[src/rtl/systolic_feeder4_if.sv]
// Beat stream into the 4x4 systolic feeder: job start, A column / B row per beat.
// Latency: none (signal bundle only).
// Backpressure: in_ready from the feeder gates every beat; start is a bare pulse.
// Ports: start, in_valid, in_last, in_a, in_b (producer -> feeder), in_ready (feeder -> producer).
interface systolic_feeder4_if #(
    parameter int DW = 16
);
    logic            start;
    logic            in_valid;
    logic            in_ready;
    logic            in_last;
    logic [4*DW-1:0] in_a;
    logic [4*DW-1:0] in_b;

    modport master (
        output start, in_valid, in_last, in_a, in_b,
        input  in_ready
    );

    modport slave (
        input  start, in_valid, in_last, in_a, in_b,
        output in_ready
    );
endinterface

[src/rtl/systolic_feeder4.sv]
// Skews A columns / B rows onto the 4x4 systolic array edges, plus clear and done pulses.
// Latency: a beat accepted in cycle t reaches lane i (a(i+1)/b(i+1)) in cycle t+1+i.
// Backpressure: in_ready is a pure FEED-state decode; stalls shift zero bubbles into all lanes.
// Ports: clk, rst (async active-high), feed (slave side of systolic_feeder4_if),
//        a1..a4 / b1..b4 array edge streams, arr_clr, busy, done, beat_cnt, stall_cnt.
// Option: define FEEDER_STALL_CNT_EN to build the FEED stall counter; otherwise stall_cnt is 0.
module systolic_feeder4 #(
    parameter int DW    = 16,
    parameter int DRAIN = 8
) (
    input  logic                  clk,
    input  logic                  rst,
    systolic_feeder4_if.slave     feed,
    output logic [DW-1:0]         a1,
    output logic [DW-1:0]         a2,
    output logic [DW-1:0]         a3,
    output logic [DW-1:0]         a4,
    output logic [DW-1:0]         b1,
    output logic [DW-1:0]         b2,
    output logic [DW-1:0]         b3,
    output logic [DW-1:0]         b4,
    output logic                  arr_clr,
    output logic                  busy,
    output logic                  done,
    output logic [7:0]            beat_cnt,
    output logic [15:0]           stall_cnt
);
    localparam int DCW = (DRAIN > 1) ? $clog2(DRAIN) : 1;

    typedef enum logic [2:0] {
        S_IDLE,
        S_CLEAR,
        S_FEED,
        S_DRAIN,
        S_DONE
    } state_t;

    state_t         state, state_n;
    logic [DCW-1:0] drain_cnt;
    logic           accept;
    logic [DW-1:0]  a_out [4];
    logic [DW-1:0]  b_out [4];

    assign accept = (state == S_FEED) && feed.in_valid;

    always_ff @(posedge clk or posedge rst) begin
        if (rst) begin
            state <= S_IDLE;
        end else begin
            state <= state_n;
        end
    end

    always_comb begin
        state_n       = state;
        feed.in_ready = 1'b0;
        arr_clr       = 1'b0;
        busy          = 1'b1;
        done          = 1'b0;
        case (state)
            S_IDLE: begin
                busy = 1'b0;
                if (feed.start) begin
                    state_n = S_CLEAR;
                end
            end
            S_CLEAR: begin
                arr_clr = 1'b1;
                state_n = S_FEED;
            end
            S_FEED: begin
                feed.in_ready = 1'b1;
                if (feed.in_valid && feed.in_last) begin
                    state_n = S_DRAIN;
                end
            end
            S_DRAIN: begin
                if (drain_cnt == '0) begin
                    state_n = S_DONE;
                end
            end
            S_DONE: begin
                done    = 1'b1;
                state_n = S_IDLE;
            end
            default: begin
                busy    = 1'b0;
                state_n = S_IDLE;
            end
        endcase
    end

    // Loaded with DRAIN-1 on the last accept so DRAIN occupies exactly DRAIN cycles.
    always_ff @(posedge clk or posedge rst) begin
        if (rst) begin
            drain_cnt <= '0;
        end else if (accept && feed.in_last) begin
            drain_cnt <= DCW'(DRAIN - 1);
        end else if (state == S_DRAIN && drain_cnt != '0) begin
            drain_cnt <= drain_cnt - 1'b1;
        end
    end

    always_ff @(posedge clk or posedge rst) begin
        if (rst) begin
            beat_cnt <= '0;
        end else if (state == S_CLEAR) begin
            beat_cnt <= '0;
        end else if (accept && beat_cnt != 8'hFF) begin
            beat_cnt <= beat_cnt + 8'd1;
        end
    end

`ifdef FEEDER_STALL_CNT_EN
    always_ff @(posedge clk or posedge rst) begin
        if (rst) begin
            stall_cnt <= '0;
        end else if (state == S_CLEAR) begin
            stall_cnt <= '0;
        end else if (state == S_FEED && !feed.in_valid && stall_cnt != 16'hFFFF) begin
            stall_cnt <= stall_cnt + 16'd1;
        end
    end
`else
    assign stall_cnt = '0;
`endif

    // Lane i is i+1 registers deep; anything but an accepted beat enters as zero,
    // so bubbles and idle cycles add nothing to the accumulators.
    for (genvar i = 0; i < 4; i++) begin : g_lane
        logic [DW-1:0] dla [0:i];
        logic [DW-1:0] dlb [0:i];

        always_ff @(posedge clk or posedge rst) begin
            if (rst) begin
                for (int j = 0; j <= i; j++) begin
                    dla[j] <= '0;
                    dlb[j] <= '0;
                end
            end else begin
                dla[0] <= accept ? feed.in_a[i*DW +: DW] : '0;
                dlb[0] <= accept ? feed.in_b[i*DW +: DW] : '0;
                for (int j = 1; j <= i; j++) begin
                    dla[j] <= dla[j-1];
                    dlb[j] <= dlb[j-1];
                end
            end
        end

        assign a_out[i] = dla[i];
        assign b_out[i] = dlb[i];
    end

    assign a1 = a_out[0];
    assign a2 = a_out[1];
    assign a3 = a_out[2];
    assign a4 = a_out[3];
    assign b1 = b_out[0];
    assign b2 = b_out[1];
    assign b3 = b_out[2];
    assign b4 = b_out[3];
endmodule
[src/flat_wrapper.sv]
// flat-port wrapper written by rule: the top's interface ports become plain ports
module systolic_feeder4_flat 
#(
    parameter int DW    = 16,
    parameter int DRAIN = 8
)
  (clk, rst, a1, a2, a3, a4, b1, b2, b3, b4, arr_clr, busy, done, beat_cnt, stall_cnt, feed_start, feed_in_valid, feed_in_last, feed_in_a, feed_in_b, feed_in_ready);
  systolic_feeder4_if #(.DW(DW)) feed_i ();
  input  logic clk;
  input  logic rst;
  output logic [DW-1:0] a1;
  output logic [DW-1:0] a2;
  output logic [DW-1:0] a3;
  output logic [DW-1:0] a4;
  output logic [DW-1:0] b1;
  output logic [DW-1:0] b2;
  output logic [DW-1:0] b3;
  output logic [DW-1:0] b4;
  output logic arr_clr;
  output logic busy;
  output logic done;
  output logic [7:0] beat_cnt;
  output logic [15:0] stall_cnt;
  input wire logic [$bits(feed_i.start)-1:0] feed_start;
  input wire logic [$bits(feed_i.in_valid)-1:0] feed_in_valid;
  input wire logic [$bits(feed_i.in_last)-1:0] feed_in_last;
  input wire logic [$bits(feed_i.in_a)-1:0] feed_in_a;
  input wire logic [$bits(feed_i.in_b)-1:0] feed_in_b;
  output wire logic [$bits(feed_i.in_ready)-1:0] feed_in_ready;
  assign feed_i.start = feed_start;
  assign feed_i.in_valid = feed_in_valid;
  assign feed_i.in_last = feed_in_last;
  assign feed_i.in_a = feed_in_a;
  assign feed_i.in_b = feed_in_b;
  assign feed_in_ready = feed_i.in_ready;
  systolic_feeder4 #(.DW(DW), .DRAIN(DRAIN)) u_core (.clk(clk), .rst(rst), .feed(feed_i), .a1(a1), .a2(a2), .a3(a3), .a4(a4), .b1(b1), .b2(b2), .b3(b3), .b4(b4), .arr_clr(arr_clr), .busy(busy), .done(done), .beat_cnt(beat_cnt), .stall_cnt(stall_cnt));
endmodule
[config.mk]
export PLATFORM = sky130hd
export DESIGN_NAME = systolic_feeder4_flat
export DESIGN_NICKNAME = d
export VERILOG_FILES = /design/src/rtl/systolic_feeder4_if.sv /design/src/rtl/systolic_feeder4.sv /design/src/flat_wrapper.sv
export SDC_FILE = /design/constraint.sdc
export NUM_CORES = 1
export LEC_CHECK = 0
export CORE_MARGIN = 5
export CORE_UTILIZATION = 40
export CTS_BUF_LIST = sky130_fd_sc_hd__clkbuf_2 sky130_fd_sc_hd__clkbuf_4 sky130_fd_sc_hd__clkbuf_8
export DETAILED_ROUTE_END_ITERATION = 10
export PLACE_DENSITY = 0.8
export SLEW_MARGIN = 20
export SYNTH_ARGS = -nofsm -noshare
export SYNTH_HDL_FRONTEND = slang
export SYNTH_SLANG_ARGS = --single-unit
[constraint.sdc]
create_clock -name clk -period 12.2 [get_ports clk]
set_input_delay 3.66 -clock clk [delete_from_list [all_inputs] [get_ports clk]]
set_output_delay 3.66 -clock clk [all_outputs]
set_load 0.02 [all_outputs]
# Word level (Yosys, flattened, before mapping)
# Index checks and enable logic that the tools add are counted.
op_classes:
  n_eq_ne: 8
  n_reduce_logical: 12
  mux: 20
  addsub: 2
ops:
  columns: ["op", "count"]
  rows:
  - ["$mux W16", 8]
  - ["$mux W8", 2]
  - ["$mux W3", 5]
  - ["$pmux W3 S4", 1]
  - ["$add A8 B1 Y8 const B", 1]
  - ["$ne A8 B8 Y1 const B", 1]
  - ["$eq A3 B2 Y1 const B", 2]
  - ["$logic_not A3 Y1", 2]
  - ["$logic_and A1 B1 Y1", 5]
  - ["$mux W1", 4]
  - ["$ne A2 B2 Y1 const B", 2]
  - ["$reduce_bool A2 Y1", 2]
  - ["$reduce_or A4 Y1", 1]
  - ["$eq A3 B1 Y1 const B", 1]
  - ["$eq A3 B3 Y1 const B", 1]
  - ["$reduce_and A3 Y1", 1]
  - ["$reduce_bool A3 Y1", 1]
  - ["$sub A3 B1 Y3 const B", 1]
  - ["$ne A2 B1 Y1 const B", 1]
totals:
  in_bits: 133
  out_inout_bits: 156
  elab_cells: 65
  register_bits: 334

# Longest topological paths before layout
logic_depth:
  word_depth: 5
  mapped_depth: 7
  depth_no_buf: 6

# Worst setup path before layout
# Ideal clock, no wire load.
synth_timing:
  kind: "flip-flop to output port"
  startpoint: "register u_core.state[2]"
  endpoint: "output port arr_clr"
  path_slack_ns: 7.370
  t_arrival_ns: 1.170
  path_stages_with_launch: 5
  required_ns: 8.540
  n_path_buf: 2
  cell_sequence: "dfrtp_1 > buf_4 > or3b_1 > clkbuf_2 > inv_1"
synth_via:
  elab_chain_cells: 2
synth_lines:
  columns: ["element", "line", "source"]
  rows:
  - ["start: declaration", "systolic_feeder4.sv:38", "state_t state, state_n;"]
  - ["start signal: assignment", "systolic_feeder4.sv:50", "state <= state_n;"]
  - ["$eq A3 B1 Y1", "systolic_feeder4.sv:60", "case (state)"]
  - ["$mux W1", "systolic_feeder4.sv:60", null]
  - ["end: declaration", "flat_wrapper.sv:19", "output logic arr_clr;"]
# No other way between the ends.

# Worst setup path in the final report
# Same ends and word-level chain as after synthesis.

==> metrics <==
status=finished clean; Yosys top cell by area=dfrtp_1; P&R area growth vs syn=32.8%; CTS root buffer=clkbuf_8; Nets=between 1000 and 1500; crit path kind=register to primary output; final setup skew=~0.017 ns; Cells after Synth=664; post-route setup TNS=0 ns; Core Util, Final=around 54%; CP Capture Point=arr_clr; RSZ-0062 raised after global routing=false; PortBufs=about 270; Cell Area, Synth=around 0.011 mm2; HPWL after DPL=13.4 mm; Final ANT Viol Nets=0; critical path arrival=2.35 ns; initial core utilization=roughly two fifths; Leakage=around 6.7 nW; grt total ovfl=0; Setup violations, final=0; vias per inst=a little over 4; Synth area leaders=dfrtp_1, buf_4, and2_1; Core Region=0.0260 mm2; startpoint types=register; clock buffer depth=3; post-cts sizing count=0; Reg clk slew, reported paths=~0.06 ns; Power per Cell Area=about 210 mW/mm2; worst r2r src=u_core.state[0]; clock sinks=~330; minimum clock period after layout=approximately 6.0 ns; initial DRC count=around 280; global-route wire length before repair=around 31 mm; Remaining DRCs=0; post-synthesis register bit count=334; Max Fclk=0.166 GHz; row cnt=slightly below 60; antenna cells=0; flop-to-flop setup slack=roughly 10 ns; Avg Cell Area, Syn=15.9 um2; CP peak stage delay=about 0.63 ns; Layout fillers=around 2100; Tcrit/Tclk final=between 40% and 50%; hold_buf cts=0; Die X=roughly 170 um; Worst VDD drop=0.192 mV; I/O pin count=between 200 and 300; Worst Path Max Fanout=10; Die Area=0.0297 mm2; first-pass iteration count of the detailed router=4; number of global-route vias before repair=roughly 5700; RR Endpoint=u_core.beat_cnt[5]; register area share after synthesis=79.3%; TritonCTS clock tree=yes; Max Cap Viol=0; CP Cell Sequence=or3b_1 > inv_1 > clkdlybuf4s50_1; WL/cell=about 16 um; Yosys top cell area share=approximately four fifths; # Post-CTS Setup Buffers=0; CP Launch Point=u_core.state[2]; Total GRT Usage=between 10% and 20%; largest net degree at the start of global routing=180; Worst slew margin=39.4%; Placer Congestion=~0.8; source of the worst hold timing path=u_core.g_lane[3].dlb[59]; slew at the pin closest to its max-slew limit=around 0.91 ns; Register Area=0.00836 mm2; Cell variety after synth=35; Ys Warns=0; CTS buffer count=between 50 and 60; DR vias=just over 5000; layout cells sized above 1=11.2%; initial antenna violation count=0; WL final=19.8 mm; Setup crit end kind=primary output; R2R depth=5; max-slew violations=0; area of the multi-input gates=0.00129 mm2; worst skew pair latency=around 0.55 ns; htree depth=2; Final Hold Vio Count=0; HP Class=register to register; Die Height=around 170 um; WP data required=around 8.5 ns; critical path's slowest cell=clkdlybuf4s50_1
[worst min-delay path by stage]
stage          slack, ns                       end  cells after the start
2_1_floorplan       0.33              u_core.a2[0]                      0
3_3_place_gp        0.33  u_core.g_lane[3].dla[28]                      0
3_5_place_dp        0.33             u_core.a2[12]                      0
4_1_cts             0.33             u_core.a3[14]                      0
5_1_grt             0.34             u_core.a3[14]                      0
6_report            0.34  u_core.g_lane[3].dlb[43]                      0
[flip-flops by register name (all words and copies together) (netlist names), 8 cells and up]
register / count
u_core.a1: 16
u_core.a2: 16
u_core.a3: 16
u_core.a4: 16
u_core.b1: 16
u_core.b2: 16
u_core.b3: 16
u_core.b4: 16
u_core.beat_cnt: 8
u_core.g_lane.dla: 96
u_core.g_lane.dlb: 96
[power breakdown]
| group | total [mW] | internal (mW) | switching, mW | leakage, nW |
|---|---|---|---|---|
| clock network | 0.967 | 0.559 | 0.407 | 0.600 |
| logic | 0.580 | 0.275 | 0.305 | 1.63 |
| registers | 1.40 | 1.33 | 0.0739 | 4.49 |
| total | 2.95 | 2.16 | 0.786 | 6.72 |
[metrics by stage]
| stage | hold slack, ns | instance area (um2) | cells | setup slack (ns) | power, mW |
|---|---|---|---|---|---|
| 3_5_place_dp | 0.335 | 12900 | 1158 | 6.04 | 2.01 |
| 4_1_cts | 0.327 | 14000 | 1253 | 6.15 | 3.00 |
| 2_1_floorplan | 0.331 | 10600 | 679 | 4.08 | 1.80 |
| 6_report | 0.336 | 14000 | 1253 | 6.19 | 2.95 |
| 5_1_grt | 0.338 | 14000 | 1253 | 6.06 | 3.11 |
| 3_3_place_gp | 0.331 | 12900 | 1158 | 6.11 | 1.98 |
[routing by layer]
metal / GRT usage (%) / wire [um] / vias to the layer above
met5: 0 / 0 / -
met2: 22.4 / 10400 / 186
li1: - / - / 2378
met3: 3.80 / 1430 / 44
met1: 15.7 / 7350 / 2580
met4: 5.47 / 588 / 0
[kinds of logic after synthesis]
family / count (synthesis) / synth area share [%]
adder cells (fa/ha/maj): 3 / 0.356
AO/OA/AOI/OAI: 23 / 1.45
XOR/XNOR: 2 / 0.166
multiplexers: 1 / 0.142
buffers and inverters: 138 / 9.06
other: 1 / 0.0356
AND/OR/NAND/NOR: 162 / 9.51
flip-flops: 334 / 79.3
[area by class of cell]
cell class                 instances  area share (%)
sequential                       334            59.7
timing repair buffer             276            19.8
multi-input combinational        207            9.21
clock buffer                      81            7.34
tap                              335            2.99
clock inverter                    14           0.760
inverter                           6           0.188
[placed cells by master, fill, tap and decap left out, drive strengths merged, types with 4 or more instances in the layout]
cell type and n:
and2 129, buf 4, clkbuf 81, clkdlybuf4s50 272, clkinv 9, clkinvlp 4
conb 16, dfrtp 334, inv 6, nand2 8, nand3 5, o21ai 7
[worst max-delay path: cells and delay by family (launching register included)]
| kind | cells | cell delay (ns) |
|---|---|---|
| buf+inv | 2 | 0.79 |
| simple gates | 1 | 0.54 |
| flops | 1 | 0.47 |
[synthesized netlist by cell type]
cell and count:
xnor2_1 2, and4b_1 1, and2_1 129, o2111ai_1 1, ha_1 3, nor3_1 3, clkbuf_2 3, o211ai_1 3
a21o_1 1, and4_1 1, o21ai_0 7, nor2_1 3, clkbuf_1 14, buf_2 1, nand2_1 8, and4bb_1 1
inv_1 6, conb_1 1, nand3_1 5, o21a_4 1, and3_1 2, a31oi_1 3, nand4_1 3, nand4bb_1 2
buf_6 1, or3_1 1, nor3b_1 1, o31ai_1 3, o21a_1 1, mux2_4 1, buf_4 113, nor2b_1 1
dfrtp_1 334, or3b_1 1, a21oi_1 3
Power figures use the tool's default switching activity.
